**src/rtl/freq_channel_meter.sv**
```systemverilog
`default_nettype none
// ============================================================================
// Module   : freq_channel_meter
// Brief    : Reciprocal frequency meter for one channel. It counts clk_i
//            cycles across N rising edges of an asynchronous Fin_i and then
//            offers the result through a start/ready/ack handshake.
// Options  : FREQ_CH_IRQ_EN adds irq_o, a one-cycle pulse on result arrival.
// Revision : 1.0 - initial release
// ============================================================================
module freq_channel_meter #(
    parameter int MASTER_W = 30,
    parameter int PERIOD_W = 24
) (
    input  logic                clk_i,
    input  logic                rst_i,
    input  logic                Fin_i,
    input  logic [PERIOD_W-1:0] reload_i,
    input  logic                start_i,
    input  logic                ack_i,
    output logic                busy_o,
    output logic                ready_o,
    output logic                overflow_o,
    output logic [MASTER_W-1:0] master_count_o,
    output logic [PERIOD_W-1:0] periods_o
`ifdef FREQ_CH_IRQ_EN
    ,
    output logic                irq_o
`endif
);

    localparam logic [1:0] c_st_idle = 2'd0;
    localparam logic [1:0] c_st_arm  = 2'd1;
    localparam logic [1:0] c_st_meas = 2'd2;
    localparam logic [1:0] c_st_done = 2'd3;

    localparam logic [MASTER_W-1:0] c_ref_max = {MASTER_W{1'b1}};
    localparam logic [MASTER_W-1:0] c_ref_one = {{(MASTER_W-1){1'b0}}, 1'b1};
    localparam logic [PERIOD_W-1:0] c_per_one = {{(PERIOD_W-1){1'b0}}, 1'b1};

    // Synchronizer stages
    logic s0_q, s0_d, s1_q, s1_d, s2_q, s2_d;

    // Control and counters
    logic [1:0]          state_q, state_d;
    logic [PERIOD_W-1:0] n_q, n_d;          // requested period count
    logic [MASTER_W-1:0] ref_q, ref_d;      // reference (clk_i) counter
    logic [PERIOD_W-1:0] per_q, per_d;      // periods seen in MEASURE

    // Result registers, only rewritten on DONE entry
    logic [MASTER_W-1:0] mc_q, mc_d;
    logic [PERIOD_W-1:0] po_q, po_d;
    logic                ov_q, ov_d;

    // Registered status
    logic busy_q, busy_d;
    logic ready_q, ready_d;

    logic                w_edge;
    logic [MASTER_W-1:0] w_ref_inc;
    logic                w_ref_sat;
    logic [PERIOD_W-1:0] w_per_inc;
    logic                w_per_hit;
    logic [PERIOD_W-1:0] w_n_load;

    assign w_edge    = s1_q & ~s2_q;
    assign w_ref_inc = ref_q + c_ref_one;
    assign w_ref_sat = (w_ref_inc == c_ref_max);
    assign w_per_inc = per_q + c_per_one;
    assign w_per_hit = (w_per_inc == n_q);
    // A request for zero periods behaves as a single-period measurement
    assign w_n_load  = (reload_i == '0) ? c_per_one : reload_i;

    // Synchronizer shift of the asynchronous input
    always_comb begin
        s0_d = Fin_i;
        s1_d = s0_q;
        s2_d = s1_q;
    end

    // State register plus all datapath flops, cleared by the active-low reset
    always_ff @(posedge clk_i) begin
        if (!rst_i) begin
            s0_q    <= 1'b0;
            s1_q    <= 1'b0;
            s2_q    <= 1'b0;
            state_q <= c_st_idle;
            n_q     <= '0;
            ref_q   <= '0;
            per_q   <= '0;
            mc_q    <= '0;
            po_q    <= '0;
            ov_q    <= 1'b0;
            busy_q  <= 1'b0;
            ready_q <= 1'b0;
        end else begin
            s0_q    <= s0_d;
            s1_q    <= s1_d;
            s2_q    <= s2_d;
            state_q <= state_d;
            n_q     <= n_d;
            ref_q   <= ref_d;
            per_q   <= per_d;
            mc_q    <= mc_d;
            po_q    <= po_d;
            ov_q    <= ov_d;
            busy_q  <= busy_d;
            ready_q <= ready_d;
        end
    end

    // Next state, counter updates and result capture on DONE entry
    always_comb begin
        state_d = state_q;
        n_d     = n_q;
        ref_d   = ref_q;
        per_d   = per_q;
        mc_d    = mc_q;
        po_d    = po_q;
        ov_d    = ov_q;
        case (state_q)
            c_st_idle: begin
                if (start_i) begin
                    n_d     = w_n_load;
                    ref_d   = '0;
                    state_d = c_st_arm;
                end
            end
            c_st_arm: begin
                if (w_edge) begin
                    // First edge defines time zero for the measurement
                    ref_d   = '0;
                    per_d   = '0;
                    state_d = c_st_meas;
                end else if (w_ref_sat) begin
                    ref_d   = w_ref_inc;
                    mc_d    = c_ref_max;
                    po_d    = '0;
                    ov_d    = 1'b1;
                    state_d = c_st_done;
                end else begin
                    ref_d = w_ref_inc;
                end
            end
            c_st_meas: begin
                ref_d = w_ref_inc;
                if (w_edge) begin
                    per_d = w_per_inc;
                end
                // A completing edge wins over a simultaneous saturation since
                // the count is then exact
                if (w_edge && w_per_hit) begin
                    mc_d    = w_ref_inc;
                    po_d    = w_per_inc;
                    ov_d    = 1'b0;
                    state_d = c_st_done;
                end else if (w_ref_sat) begin
                    mc_d    = c_ref_max;
                    po_d    = w_edge ? w_per_inc : per_q;
                    ov_d    = 1'b1;
                    state_d = c_st_done;
                end
            end
            default: begin
                // DONE: a start acts as an implicit acknowledge and re-arms
                if (start_i) begin
                    n_d     = w_n_load;
                    ref_d   = '0;
                    state_d = c_st_arm;
                end else if (ack_i) begin
                    state_d = c_st_idle;
                end
            end
        endcase
    end

    // Status flags follow the next state so they are registered alongside it
    always_comb begin
        busy_d  = (state_d == c_st_arm) || (state_d == c_st_meas);
        ready_d = (state_d == c_st_done);
    end

    assign busy_o         = busy_q;
    assign ready_o        = ready_q;
    assign overflow_o     = ov_q;
    assign master_count_o = mc_q;
    assign periods_o      = po_q;

`ifdef FREQ_CH_IRQ_EN
    logic irq_q, irq_d;

    // Interrupt pulse coincides with the first cycle of ready_o
    always_comb begin
        irq_d = ready_d & ~ready_q;
    end

    // Interrupt pulse register
    always_ff @(posedge clk_i) begin
        if (!rst_i) begin
            irq_q <= 1'b0;
        end else begin
            irq_q <= irq_d;
        end
    end

    assign irq_o = irq_q;
`endif

endmodule
`default_nettype wire

```
**config.mk**
```make
export PLATFORM = sky130hd
export DESIGN_NAME = freq_channel_meter
export DESIGN_NICKNAME = d
export VERILOG_FILES = /design/src/rtl/freq_channel_meter.sv
export SDC_FILE = /design/constraint.sdc
export NUM_CORES = 1
export LEC_CHECK = 0
export CORE_MARGIN = 5
export CORE_UTILIZATION = 40
export DETAILED_ROUTE_END_ITERATION = 7
export DONT_BUFFER_PORTS = 1
export GPL_TIMING_DRIVEN = 0
export HOLD_SLACK_MARGIN = 0.15
export PLACE_DENSITY = 0.51
export SETUP_SLACK_MARGIN = 0.2
export SKIP_LAST_GASP = 1
export SLEW_MARGIN = 20
export SYNTH_ARGS = -nofsm -noshare
export SYNTH_HDL_FRONTEND = slang
export SYNTH_SLANG_ARGS = --single-unit
```
**constraint.sdc**
```tcl
create_clock -name clk_i -period 3.3 [get_ports clk_i]
set_input_delay 0.66 -clock clk_i [delete_from_list [all_inputs] [get_ports clk_i]]
set_output_delay 0.66 -clock clk_i [all_outputs]
set_load 0.1 [all_outputs]
```
==> results of run 1 <==
[power groups by stage]
stage               combinational, mW  clock (mW)  sequential, mW
floorplan                       0.250           0            1.79
global placement                0.336           0            1.80
detailed placement              0.336           0            1.80
CTS                             0.338        1.94            1.76
global route                    0.383        2.01            1.76
finish                          0.350        1.89            1.76
[worst max path at each step]
| stage | startpoint | to | slack (ps) |
|---|---|---|---|
| after floorplan | per_q[0]$_SDFFE_PN0P_ | master_count_o[22]$_SDFFE_PN0P_ | 420 |
| after global placement | per_q[0]$_SDFFE_PN0P_ | busy_o$_SDFF_PN0_ | -250 |
| after detailed placement | per_q[0]$_SDFFE_PN0P_ | busy_o$_SDFF_PN0_ | -260 |
| after CTS | s1_q$_SDFF_PN0_ | busy_o$_SDFF_PN0_ | 170 |
| after global routing | per_q[12]$_SDFFE_PN0P_ | master_count_o[24]$_SDFFE_PN0P_ | 130 |
| final | ref_q[4]$_SDFFE_PN0P_ | busy_o$_SDFF_PN0_ | 300 |
[repair_timing]
item	4_1_cts	5_1_grt
endpoints found under the hold margin	0	0
endpoints found under the setup margin	58	57
resized for setup	12	42
buffers inserted	10	17
pin swaps	7	13
[cells by family (layout without fill, tap and decap cells)]
kind of cell             after synthesis  after routing
buffers and inverters                122            180
multiplexers                          24             24
adder cells (fa/ha/maj)                8              8
AO/OA/AOI/OAI                        190            190
flip-flops                           140            140
AND/OR/NAND/NOR                      426            426
XOR/XNOR                              80             80
[cell usage after synthesis, types with 4 or more instances]
cell type and n:
and2_1 11, nand3_1 28, and4_1 8, a21oi_1 92
o22ai_1 5, xor2_1 32, buf_6 6, nand4b_1 4
a2bb2oi_1 4, and3_1 10, nor4_4 4, ha_1 8
inv_1 43, nor4_1 15, nor3_1 24, clkbuf_1 40
buf_2 25, o31ai_1 12, or3_1 9, nand4_1 24
dfxtp_1 140, nand3b_1 4, a21o_1 9, a211oi_1 4
or4_1 5, xnor2_1 48, mux2i_1 24, a31oi_1 8
a221oi_2 18, a22oi_1 5, nor2_1 76, nand2b_1 8
nand2_1 175, o21ai_0 12
[sequential cells by signal (all words and copies together), names as in the netlist]
name            cells
s2_q                1
per_q              24
ready_o             1
overflow_o          1
ref_q              30
periods_o          24
busy_o              1
master_count_o     30
s1_q                1
s0_q                1
n_q                24
state_q             2
[routing by layer]
metal | wire [um] | track usage [%]
met1 | 12800 | 34.3
met2 | 9550 | 28.4
met3 | 1690 | 4.16
met4 | 196 | 4.76
met5 | 0 | 0
[final cells by class]
| cell class | instances | area [um2] | area share, % |
|---|---|---|---|
| flip-flops and latches | 140 | 2810 | 30.3 |
| well taps | 265 | 332 | 3.57 |
| multi-input cells | 728 | 4770 | 51.3 |
| repair buffers | 27 | 219 | 2.36 |
| plain buffers | 78 | 420 | 4.53 |
| clock buffers | 18 | 429 | 4.62 |
| inverters | 44 | 165 | 1.78 |
| clock inverters | 13 | 143 | 1.54 |
[metrics by stage]
stage	cell area, um2	instances
after global placement	8260	1255
after CTS	8970	1296
after floorplan	7930	990
after global routing	9290	1313
after detailed placement	8260	1255
final	9290	1313
[worst max-delay path, delay by kind of cell, from the launching register on]
| kind | cells | cell delay [ps] |
|---|---|---|
| AOI/OAI and AO/OA | 2 | 350 |
| adders and majority gates | 1 | 240 |
| buffers and inverters | 2 | 360 |
| DFF | 1 | 470 |
| and+or+nand+nor | 6 | 1480 |
==> impl_metrics.ini, run 1 <==
[power]
pwr-share-clk_pct = 47.3
leakage_nw = 3.29
p_int_mw = 2.95
peakVddDrop_mv = 0.300
power_frac_comb_pct = 8.7
switching_power_mw = 1.05
power_density_nw_per_um2 = 431
sw_frac_of_total_pct = 26.3
power_frac_seq_pct = 44.0
p_total_mw = 4.00

[timing]
rsz0062_at_grt = false
finalSetupTns_ps = 0
tightest_slew_ps = 1040
period_needed_ps = 3000
fin_hold_ws_ps = 367
maxSlewHeadroom_pct = 30.9
post-route-period-util_pct = 91.0
hold_viol = 0
setup_viol = 0
max_freq_ghz = 0.333
finClkSkew_ps = 12.0
fin_ws_ps = 297
slew_viol_final = 0

[setup_path]
start_kind = flip-flop
slowest_delay_ps = 470
crit_chain = nand4_4 > buf_6 > or3_1 > clkbuf_4 > nor4_4 > o22ai_4 > nor3_1 > nand4_1 > a21oi_1 > ha_1 > and2_1
r2r-start = ref_q[4]$_SDFFE_PN0P_
worstSetupEndpointType = flip-flop
cp.arrival_ps = 3310
critical-path-slowest-cell = dfxtp_1
rrSetupSlack_ps = 300
r2r_cells = 11
r2r_end = busy_o$_SDFF_PN0_
worstPathRequired_ps = 3610
crit_fanout = 8
path_class = flip-flop to flip-flop

[cells_and_area]
layout.cells.most_common_list = nand2_1 (174), dfxtp_1 (134), a21oi_1 (92), nor2_1 (75), xnor2_1 (47)
insertedDiodeCount = 0
n_fill_cell = 1947
layout_commonest_cell = nand2_1
syn_to_final_growth_pct = 17.2
fin_util_pct = 47.7
drive_gt1_share_pct = 15.7
nNetsFinal = 1073

[job]
max_cap_viol_count = 0

[worst_hold_path]
min_path_cells = 2
holdPathEnd = n_q[4]$_SDFFE_PN0P_
hold_class = input pin to flip-flop
holdCritStartpoint = reload_i[4]

[yosys]
synthAdderAreaFrac_pct = 1.26
synth.avg_cell_area_um2 = 8.01
netlist_area_um2 = 7930
synthSimpleGateAreaFrac_pct = 27.3
synthMuxAreaShare_pct = 3.03
synth-seq-cells = 140
synthXorXnorAreaFrac_pct = 8.84
yosys_warnings = 0
synth-async-reset-ratio_pct = 0
synth_top_area_share_pct = 35.4
post_synth_num_cell_types = 69
syn_inst = 990
synth_area_leaders = dfxtp_1 (35%), nand2_1 (8.3%), a21oi_1 (5.8%)
synth-edff-count = 0
synth_compound_area_share_pct = 17.1
syn_nets = 1027
yosys.area.top_type = dfxtp_1
synth-seq-area-share_pct = 35.4
synth_top_family_by_area = simple AND/OR/NAND/NOR gates
ys.flop_type = dfxtp_1

[placement]
dp_slack_ps = -255
hpwl_mm = 18.1
port_buffers = 0
gp_congestion = 0.869

[outcome]
status = complete, no violations

[routing]
vias_per_cell = 5.37
antenna_left = 0
drt_wl_total_mm = 24.2
drt-wirelength-per-cell_um = 18.5
drc = 0
num_vias = 7054
initialDrtViolationCount = 553
first_pass_iters = 5

[cts]
cts_hold_buf = 0
cts_made_buffers = 17
htree_levels = 4
root_buffer = clkbuf_16
clk_pin_slew_worst_paths_ps = 60
cts.sinks = 140
cts_tree = yes
clockBufferDepth = 2
worstSkewPairLatency_ps = 430

[floorplanning]
fp.dieH_um = 151
coreArea_um2 = 19500
row_count = 51
io-pin-count = 86
initial_core_util_pct = 40.7
die-area_um2 = 22700
die_w_um = 151

[global_routing]
grt_max_degree = 17
grt_util_all_layers_pct = 21.2
grt_overflow = 0
antenna_found_initial = 0
grt_first_pass_wirelength_mm = 37.4
grt_pass1_vias = 6423
Power figures use the tool's default switching activity.
==> run 2: changes to the inputs <==
Settings changed: GPL_TIMING_DRIVEN 0 to not set.
==> run 2 against run 1 <==
Power rose by 3.0%. First-iteration DRC count fell by 12%. Clock skew rose by 2.0 ps. Critical path type unchanged. Global-route usage fell by 1.4 points. Critical path depth fell by 3. Highest routed layer unchanged. Via count fell by 4.0%. Largest power group unchanged. Sequential share of layout area rose by 1.0 points. Routed wire length fell by 7.7%.
==> impl_metrics.ini, run 2 (synthesis results as in run 1) <==
[outcome]
status = complete, no violations

[setup_path]
cp.arrival_ps = 3240
path_class = flip-flop to flip-flop
crit_fanout = 19
start_kind = flip-flop
rrSetupSlack_ps = 340
r2r-start = per_q[16]$_SDFFE_PN0P_
worstPathRequired_ps = 3580
r2r_cells = 8
r2r_end = master_count_o[16]$_SDFFE_PN0P_
worstSetupEndpointType = flip-flop

[floorplanning]
coreArea_um2 = 19500
die-area_um2 = 22700
row_count = 51
io-pin-count = 86
initial_core_util_pct = 40.7
die_w_um = 151
fp.dieH_um = 151

[routing]
drc = 0
antenna_left = 0
drt_wl_total_mm = 22.4
drt-wirelength-per-cell_um = 17.8
num_vias = 6771
first_pass_iters = 5
initialDrtViolationCount = 487
vias_per_cell = 5.39

[cts]
clk_pin_slew_worst_paths_ps = 70
root_buffer = clkbuf_16
htree_levels = 4
cts.sinks = 140
worstSkewPairLatency_ps = 430
cts_made_buffers = 17
clockBufferDepth = 2
cts_tree = yes
cts_hold_buf = 0

[global_routing]
grt_overflow = 0
grt_pass1_vias = 6266
grt_util_all_layers_pct = 19.9
antenna_found_initial = 0
grt_first_pass_wirelength_mm = 35.5
grt_max_degree = 100

[timing]
tightest_slew_ps = 1040
maxSlewHeadroom_pct = 30.8
hold_viol = 0
fin_hold_ws_ps = 355
rsz0062_at_grt = true
slew_viol_final = 0
finClkSkew_ps = 14.1
post-route-period-util_pct = 89.6
finalSetupTns_ps = 0
period_needed_ps = 2960
max_freq_ghz = 0.338
setup_viol = 0

[cells_and_area]
drive_gt1_share_pct = 13.1
finalInstanceArea_um2 = 8960
n_fill_cell = 1977
nNetsFinal = 1017
syn_to_final_growth_pct = 13.1
layout.cells.most_common_list = nand2_1 (175), dfxtp_1 (137), a21oi_1 (92), nor2_1 (76), xnor2_1 (48)
insertedDiodeCount = 0
layout_commonest_cell = nand2_1

[worst_hold_path]
hold_class = input pin to flip-flop
min_path_cells = 2
holdCritStartpoint = reload_i[5]
holdPathEnd = n_q[5]$_SDFFE_PN0P_

[placement]
hpwl_mm = 16.2
gp_congestion = 0.902
dpl_cell_area_um2 = 8280
port_buffers = 0

[power]
peakVddDrop_mv = 0.338
power_density_nw_per_um2 = 460
leakage_nw = 3.15

[job]
max_cap_viol_count = 0
## run 2: cell types whose count changed in the layout (fill, tap and decap cells not counted), sizes merged
cell	previous run	this run
inv	46	45
bufinv	2	4
clkbuf	65	17
buf	58	49
## run 2: worst max path at each step
stage | start | endpoint | slack, ps | cells past startpoint
floorplan | per_q[0]$_SDFFE_PN0P_ | master_count_o[22]$_SDFFE_PN0P_ | 420 | 9
global placement | per_q[1]$_SDFFE_PN0P_ | master_count_o[29]$_SDFFE_PN0P_ | 200 | 9
detailed placement | per_q[1]$_SDFFE_PN0P_ | master_count_o[19]$_SDFFE_PN0P_ | 180 | 9
CTS | per_q[1]$_SDFFE_PN0P_ | master_count_o[11]$_SDFFE_PN0P_ | 250 | 9
global route | ref_q[16]$_SDFFE_PN0P_ | busy_o$_SDFF_PN0_ | 180 | 9
finish | per_q[16]$_SDFFE_PN0P_ | master_count_o[16]$_SDFFE_PN0P_ | 340 | 8
## run 2: area by class of cell
cell class              count  area, um2  share of cell area, %
multi-input cells         728       4620                   51.6
flip-flops and latches    140       2810                   31.3
clock buffers              17        425                   4.75
repair buffers             49        418                   4.66
well taps                 265        332                   3.70
clock inverters            14        194                   2.16
inverters                  44        166                   1.86
## run 2: worst max-delay path, stage by stage (launching register included)
cell and delay (ps):
dfxtp_1 500, nand4_4 190, or4_1 570, a211oi_2 230, o22ai_1 190, or4_4 690, nor2_8 130, buf_12 180
a221oi_2 80
## run 2: power by group
group,switching (mW),internal (mW),leakage [nW],total (mW)
registers,0.0414,1.72,1.13,1.76
logic,0.199,0.108,1.71,0.307
clock network,0.790,1.26,0.299,2.05
total,1.03,3.09,3.15,4.12
## run 2: repair_timing
action | in CTS | in global routing
resized for setup | 2 | 10
pin swaps | 0 | 3
buffers inserted | 0 | 1
setup endpoints to repair | 23 | 56
## run 2: layer usage
layer,vias up,GRT usage (%),share of wire [%]
li1,3422,-,-
met1,3140,32.9,55
met2,193,24.8,37
met3,16,4.64,7.4
met4,0,5.12,1.1
met5,-,0,0
## run 2: through the flow
step	total power [mW]	util [%]	cells	setup slack, ps
after floorplan	2.04	-	990	421
after global placement	2.10	42.5	1225	199
after detailed placement	2.11	42.5	1225	175
after CTS	4.16	45.8	1256	249
after global routing	4.27	46.1	1257	181
final	4.12	46.1	1257	342
==> run 3: changes to the inputs <==
Settings changed: ABC_AREA set to 1.
==> run 3 against run 2 <==
Sequential share of layout area fell by 0.45 points. First-iteration DRC count fell by 3.9%. Synthesized cell count grew 33%. Routed wire length increased by 15%. Setup slack improved by 87 ps. Synthesized area is 3.0% higher. Largest cell class unchanged. Largest power group unchanged.
==> impl_metrics.ini, run 3 <==
[outcome]
status = complete, no violations

[placement]
dpl_cell_area_um2 = 8300
port_buffers = 0
gp_congestion = 0.940
hpwl_mm = 18.6

[routing]
initialDrtViolationCount = 468
drt_wl_total_mm = 25.7
drt-wirelength-per-cell_um = 16.3
first_pass_iters = 5
vias_per_cell = 5.01
num_vias = 7914
drc = 0
antenna_left = 0

[setup_path]
r2r_cells = 18
crit_chain = ha_1 > nand2_1 > nor2_4 > nand3_2 > nor2_2 > nand2_1 > xor2_1 > nand2_1 > nor2_1 > nand3_2 > nand2_1 > nand2_1 > nand2_1 > nand2_1 > inv_1 > ha_1 > nand2_1 > inv_1
crit_fanout = 5
crit_path_end = busy_o$_SDFF_PN0_
start_kind = flip-flop
critical-path-slowest-cell = dfxtp_1
crit_start = ref_q[1]$_SDFFE_PN0P_
slowest_delay_ps = 420
rrSetupSlack_ps = 430
path_class = flip-flop to flip-flop
worstPathRequired_ps = 3620
worstSetupEndpointType = flip-flop
path_common_cell = nand2_1
r2r_end = busy_o$_SDFF_PN0_
cp.arrival_ps = 3190
r2r-start = ref_q[1]$_SDFFE_PN0P_

[floorplanning]
row_count = 52
die-area_um2 = 23400
io-pin-count = 86
die_w_um = 153
coreArea_um2 = 20200
initial_core_util_pct = 40.5
fp.dieH_um = 153

[worst_hold_path]
holdCritStartpoint = Fin_i
hold_class = input pin to flip-flop

[cts]
cts_tree = yes
clk_pin_slew_worst_paths_ps = 60
root_buffer = clkbuf_16
htree_levels = 4
worstSkewPairLatency_ps = 430
clockBufferDepth = 2
cts.sinks = 140
cts_made_buffers = 17
cts_hold_buf = 0

[power]
leakage_nw = 3.79
peakVddDrop_mv = 0.333
power_density_nw_per_um2 = 567

[cells_and_area]
drive_gt1_share_pct = 8.01
finalInstanceArea_um2 = 9100
insertedDiodeCount = 0
layout_commonest_cell = nand2_1
layout.cells.most_common_list = nand2_1 (367), nor2_1 (211), inv_1 (149), dfxtp_1 (135), o21ai_0 (90)
nNetsFinal = 1335
syn_to_final_growth_pct = 11.6

[timing]
rsz0062_at_grt = false
tightest_slew_ps = 1070
maxSlewHeadroom_pct = 28.5
hold_viol = 0
slew_viol_final = 0
period_needed_ps = 2870
setup_viol = 0
max_freq_ghz = 0.348
finClkSkew_ps = 14.2
post-route-period-util_pct = 87.0
finalSetupTns_ps = 0

[yosys]
post_synth_num_cell_types = 42
synth_top_area_share_pct = 34.3
yosys_warnings = 0
synth-edff-count = 0
yosys.area.top_type = dfxtp_1
syn_inst = 1314
synth_most_common_cell = nand2_1
synth.avg_cell_area_um2 = 6.21
synth-seq-area-share_pct = 34.3
netlist_area_um2 = 8160
ys.flop_type = dfxtp_1
synth_area_leaders = dfxtp_1 (34%), nand2_1 (17%), nor2_1 (9.9%)
synth-async-reset-ratio_pct = 0
synth_common_cells = nand2_1 (367), nor2_1 (215), inv_1 (149), dfxtp_1 (140)
syn_nets = 1351
synth-seq-cells = 140

[global_routing]
antenna_found_initial = 0
grt_overflow = 0
grt_max_degree = 110
grt_util_all_layers_pct = 20.8
grt_first_pass_wirelength_mm = 39.0
grt_pass1_vias = 7258

[job]
max_cap_viol_count = 0
run 3: cell families after synthesis:
kind of cell             synth area share (%)
AND/OR/NAND/NOR                          39.3
buffers and inverters                    10.6
AO/OA/AOI/OAI                            12.4
flip-flops                               34.3
XOR/XNOR                                 2.07
adder cells (fa/ha/maj)                  1.23
run 3: worst min-delay path by stage:
stage                                 end  slack [ps]  depth (start not counted)
final                     s0_q$_SDFF_PN0_         330                          2
after global routing      s0_q$_SDFF_PN0_         320                          2
after CTS                 s0_q$_SDFF_PN0_         320                          2
after detailed placement  s1_q$_SDFF_PN0_         410                          2
after global placement    s2_q$_SDFF_PN0_         410                          2
after floorplan           s1_q$_SDFF_PN0_         390                          2
run 3: timing repair:
| item | 4_1_cts | 5_1_grt |
|---|---|---|
| endpoints found under the hold margin | 0 | 0 |
| endpoints found under the setup margin | 0 | 56 |
| buffers inserted | 0 | 4 |
| gates resized for setup | 0 | 13 |
run 3: area by class of cell:
| type | instances | area [um2] |
|---|---|---|
| fillers | 2216 | 11100 |
| clock buffers | 18 | 429 |
| inverters | 154 | 578 |
| well taps | 270 | 338 |
| repair buffers | 15 | 141 |
| multi-input cells | 970 | 4580 |
| clock inverters | 14 | 231 |
| flip-flops and latches | 140 | 2810 |
run 3: critical path: cells and delay by family, from the launching register on:
kind / cells / cell delay (ps)
flops: 1 / 420
buf+inv: 2 / 90
fa+ha+maj: 2 / 460
simple gates: 13 / 1460
xor+xnor: 1 / 330
run 3: report_power, final:
group          leakage (nW)  switching, mW  internal (mW)  total, mW
Sequential             1.14          0.253           1.83       2.09
Clock                 0.316          0.833           1.36       2.20
Combinational          2.33          0.585          0.296      0.881
run 3: metrics by stage:
step	instances	utilization (%)	hold slack [ps]	setup slack (ps)	total power [mW]
floorplan	1314	-	390	985	2.73
global placement	1542	41.2	414	314	3.00
detailed placement	1542	41.2	411	293	3.00
CTS	1574	44.4	320	292	5.19
global route	1581	45.1	324	186	5.42
finish	1581	45.1	334	429	5.16
run 3: layer usage:
metal	GRT usage, %	up-vias	wire length, um
li1	-	4117	-
met1	23.1	3592	10300
met2	39.6	170	13800
met3	3.76	35	961
met4	6.92	0	680
met5	0	-	0
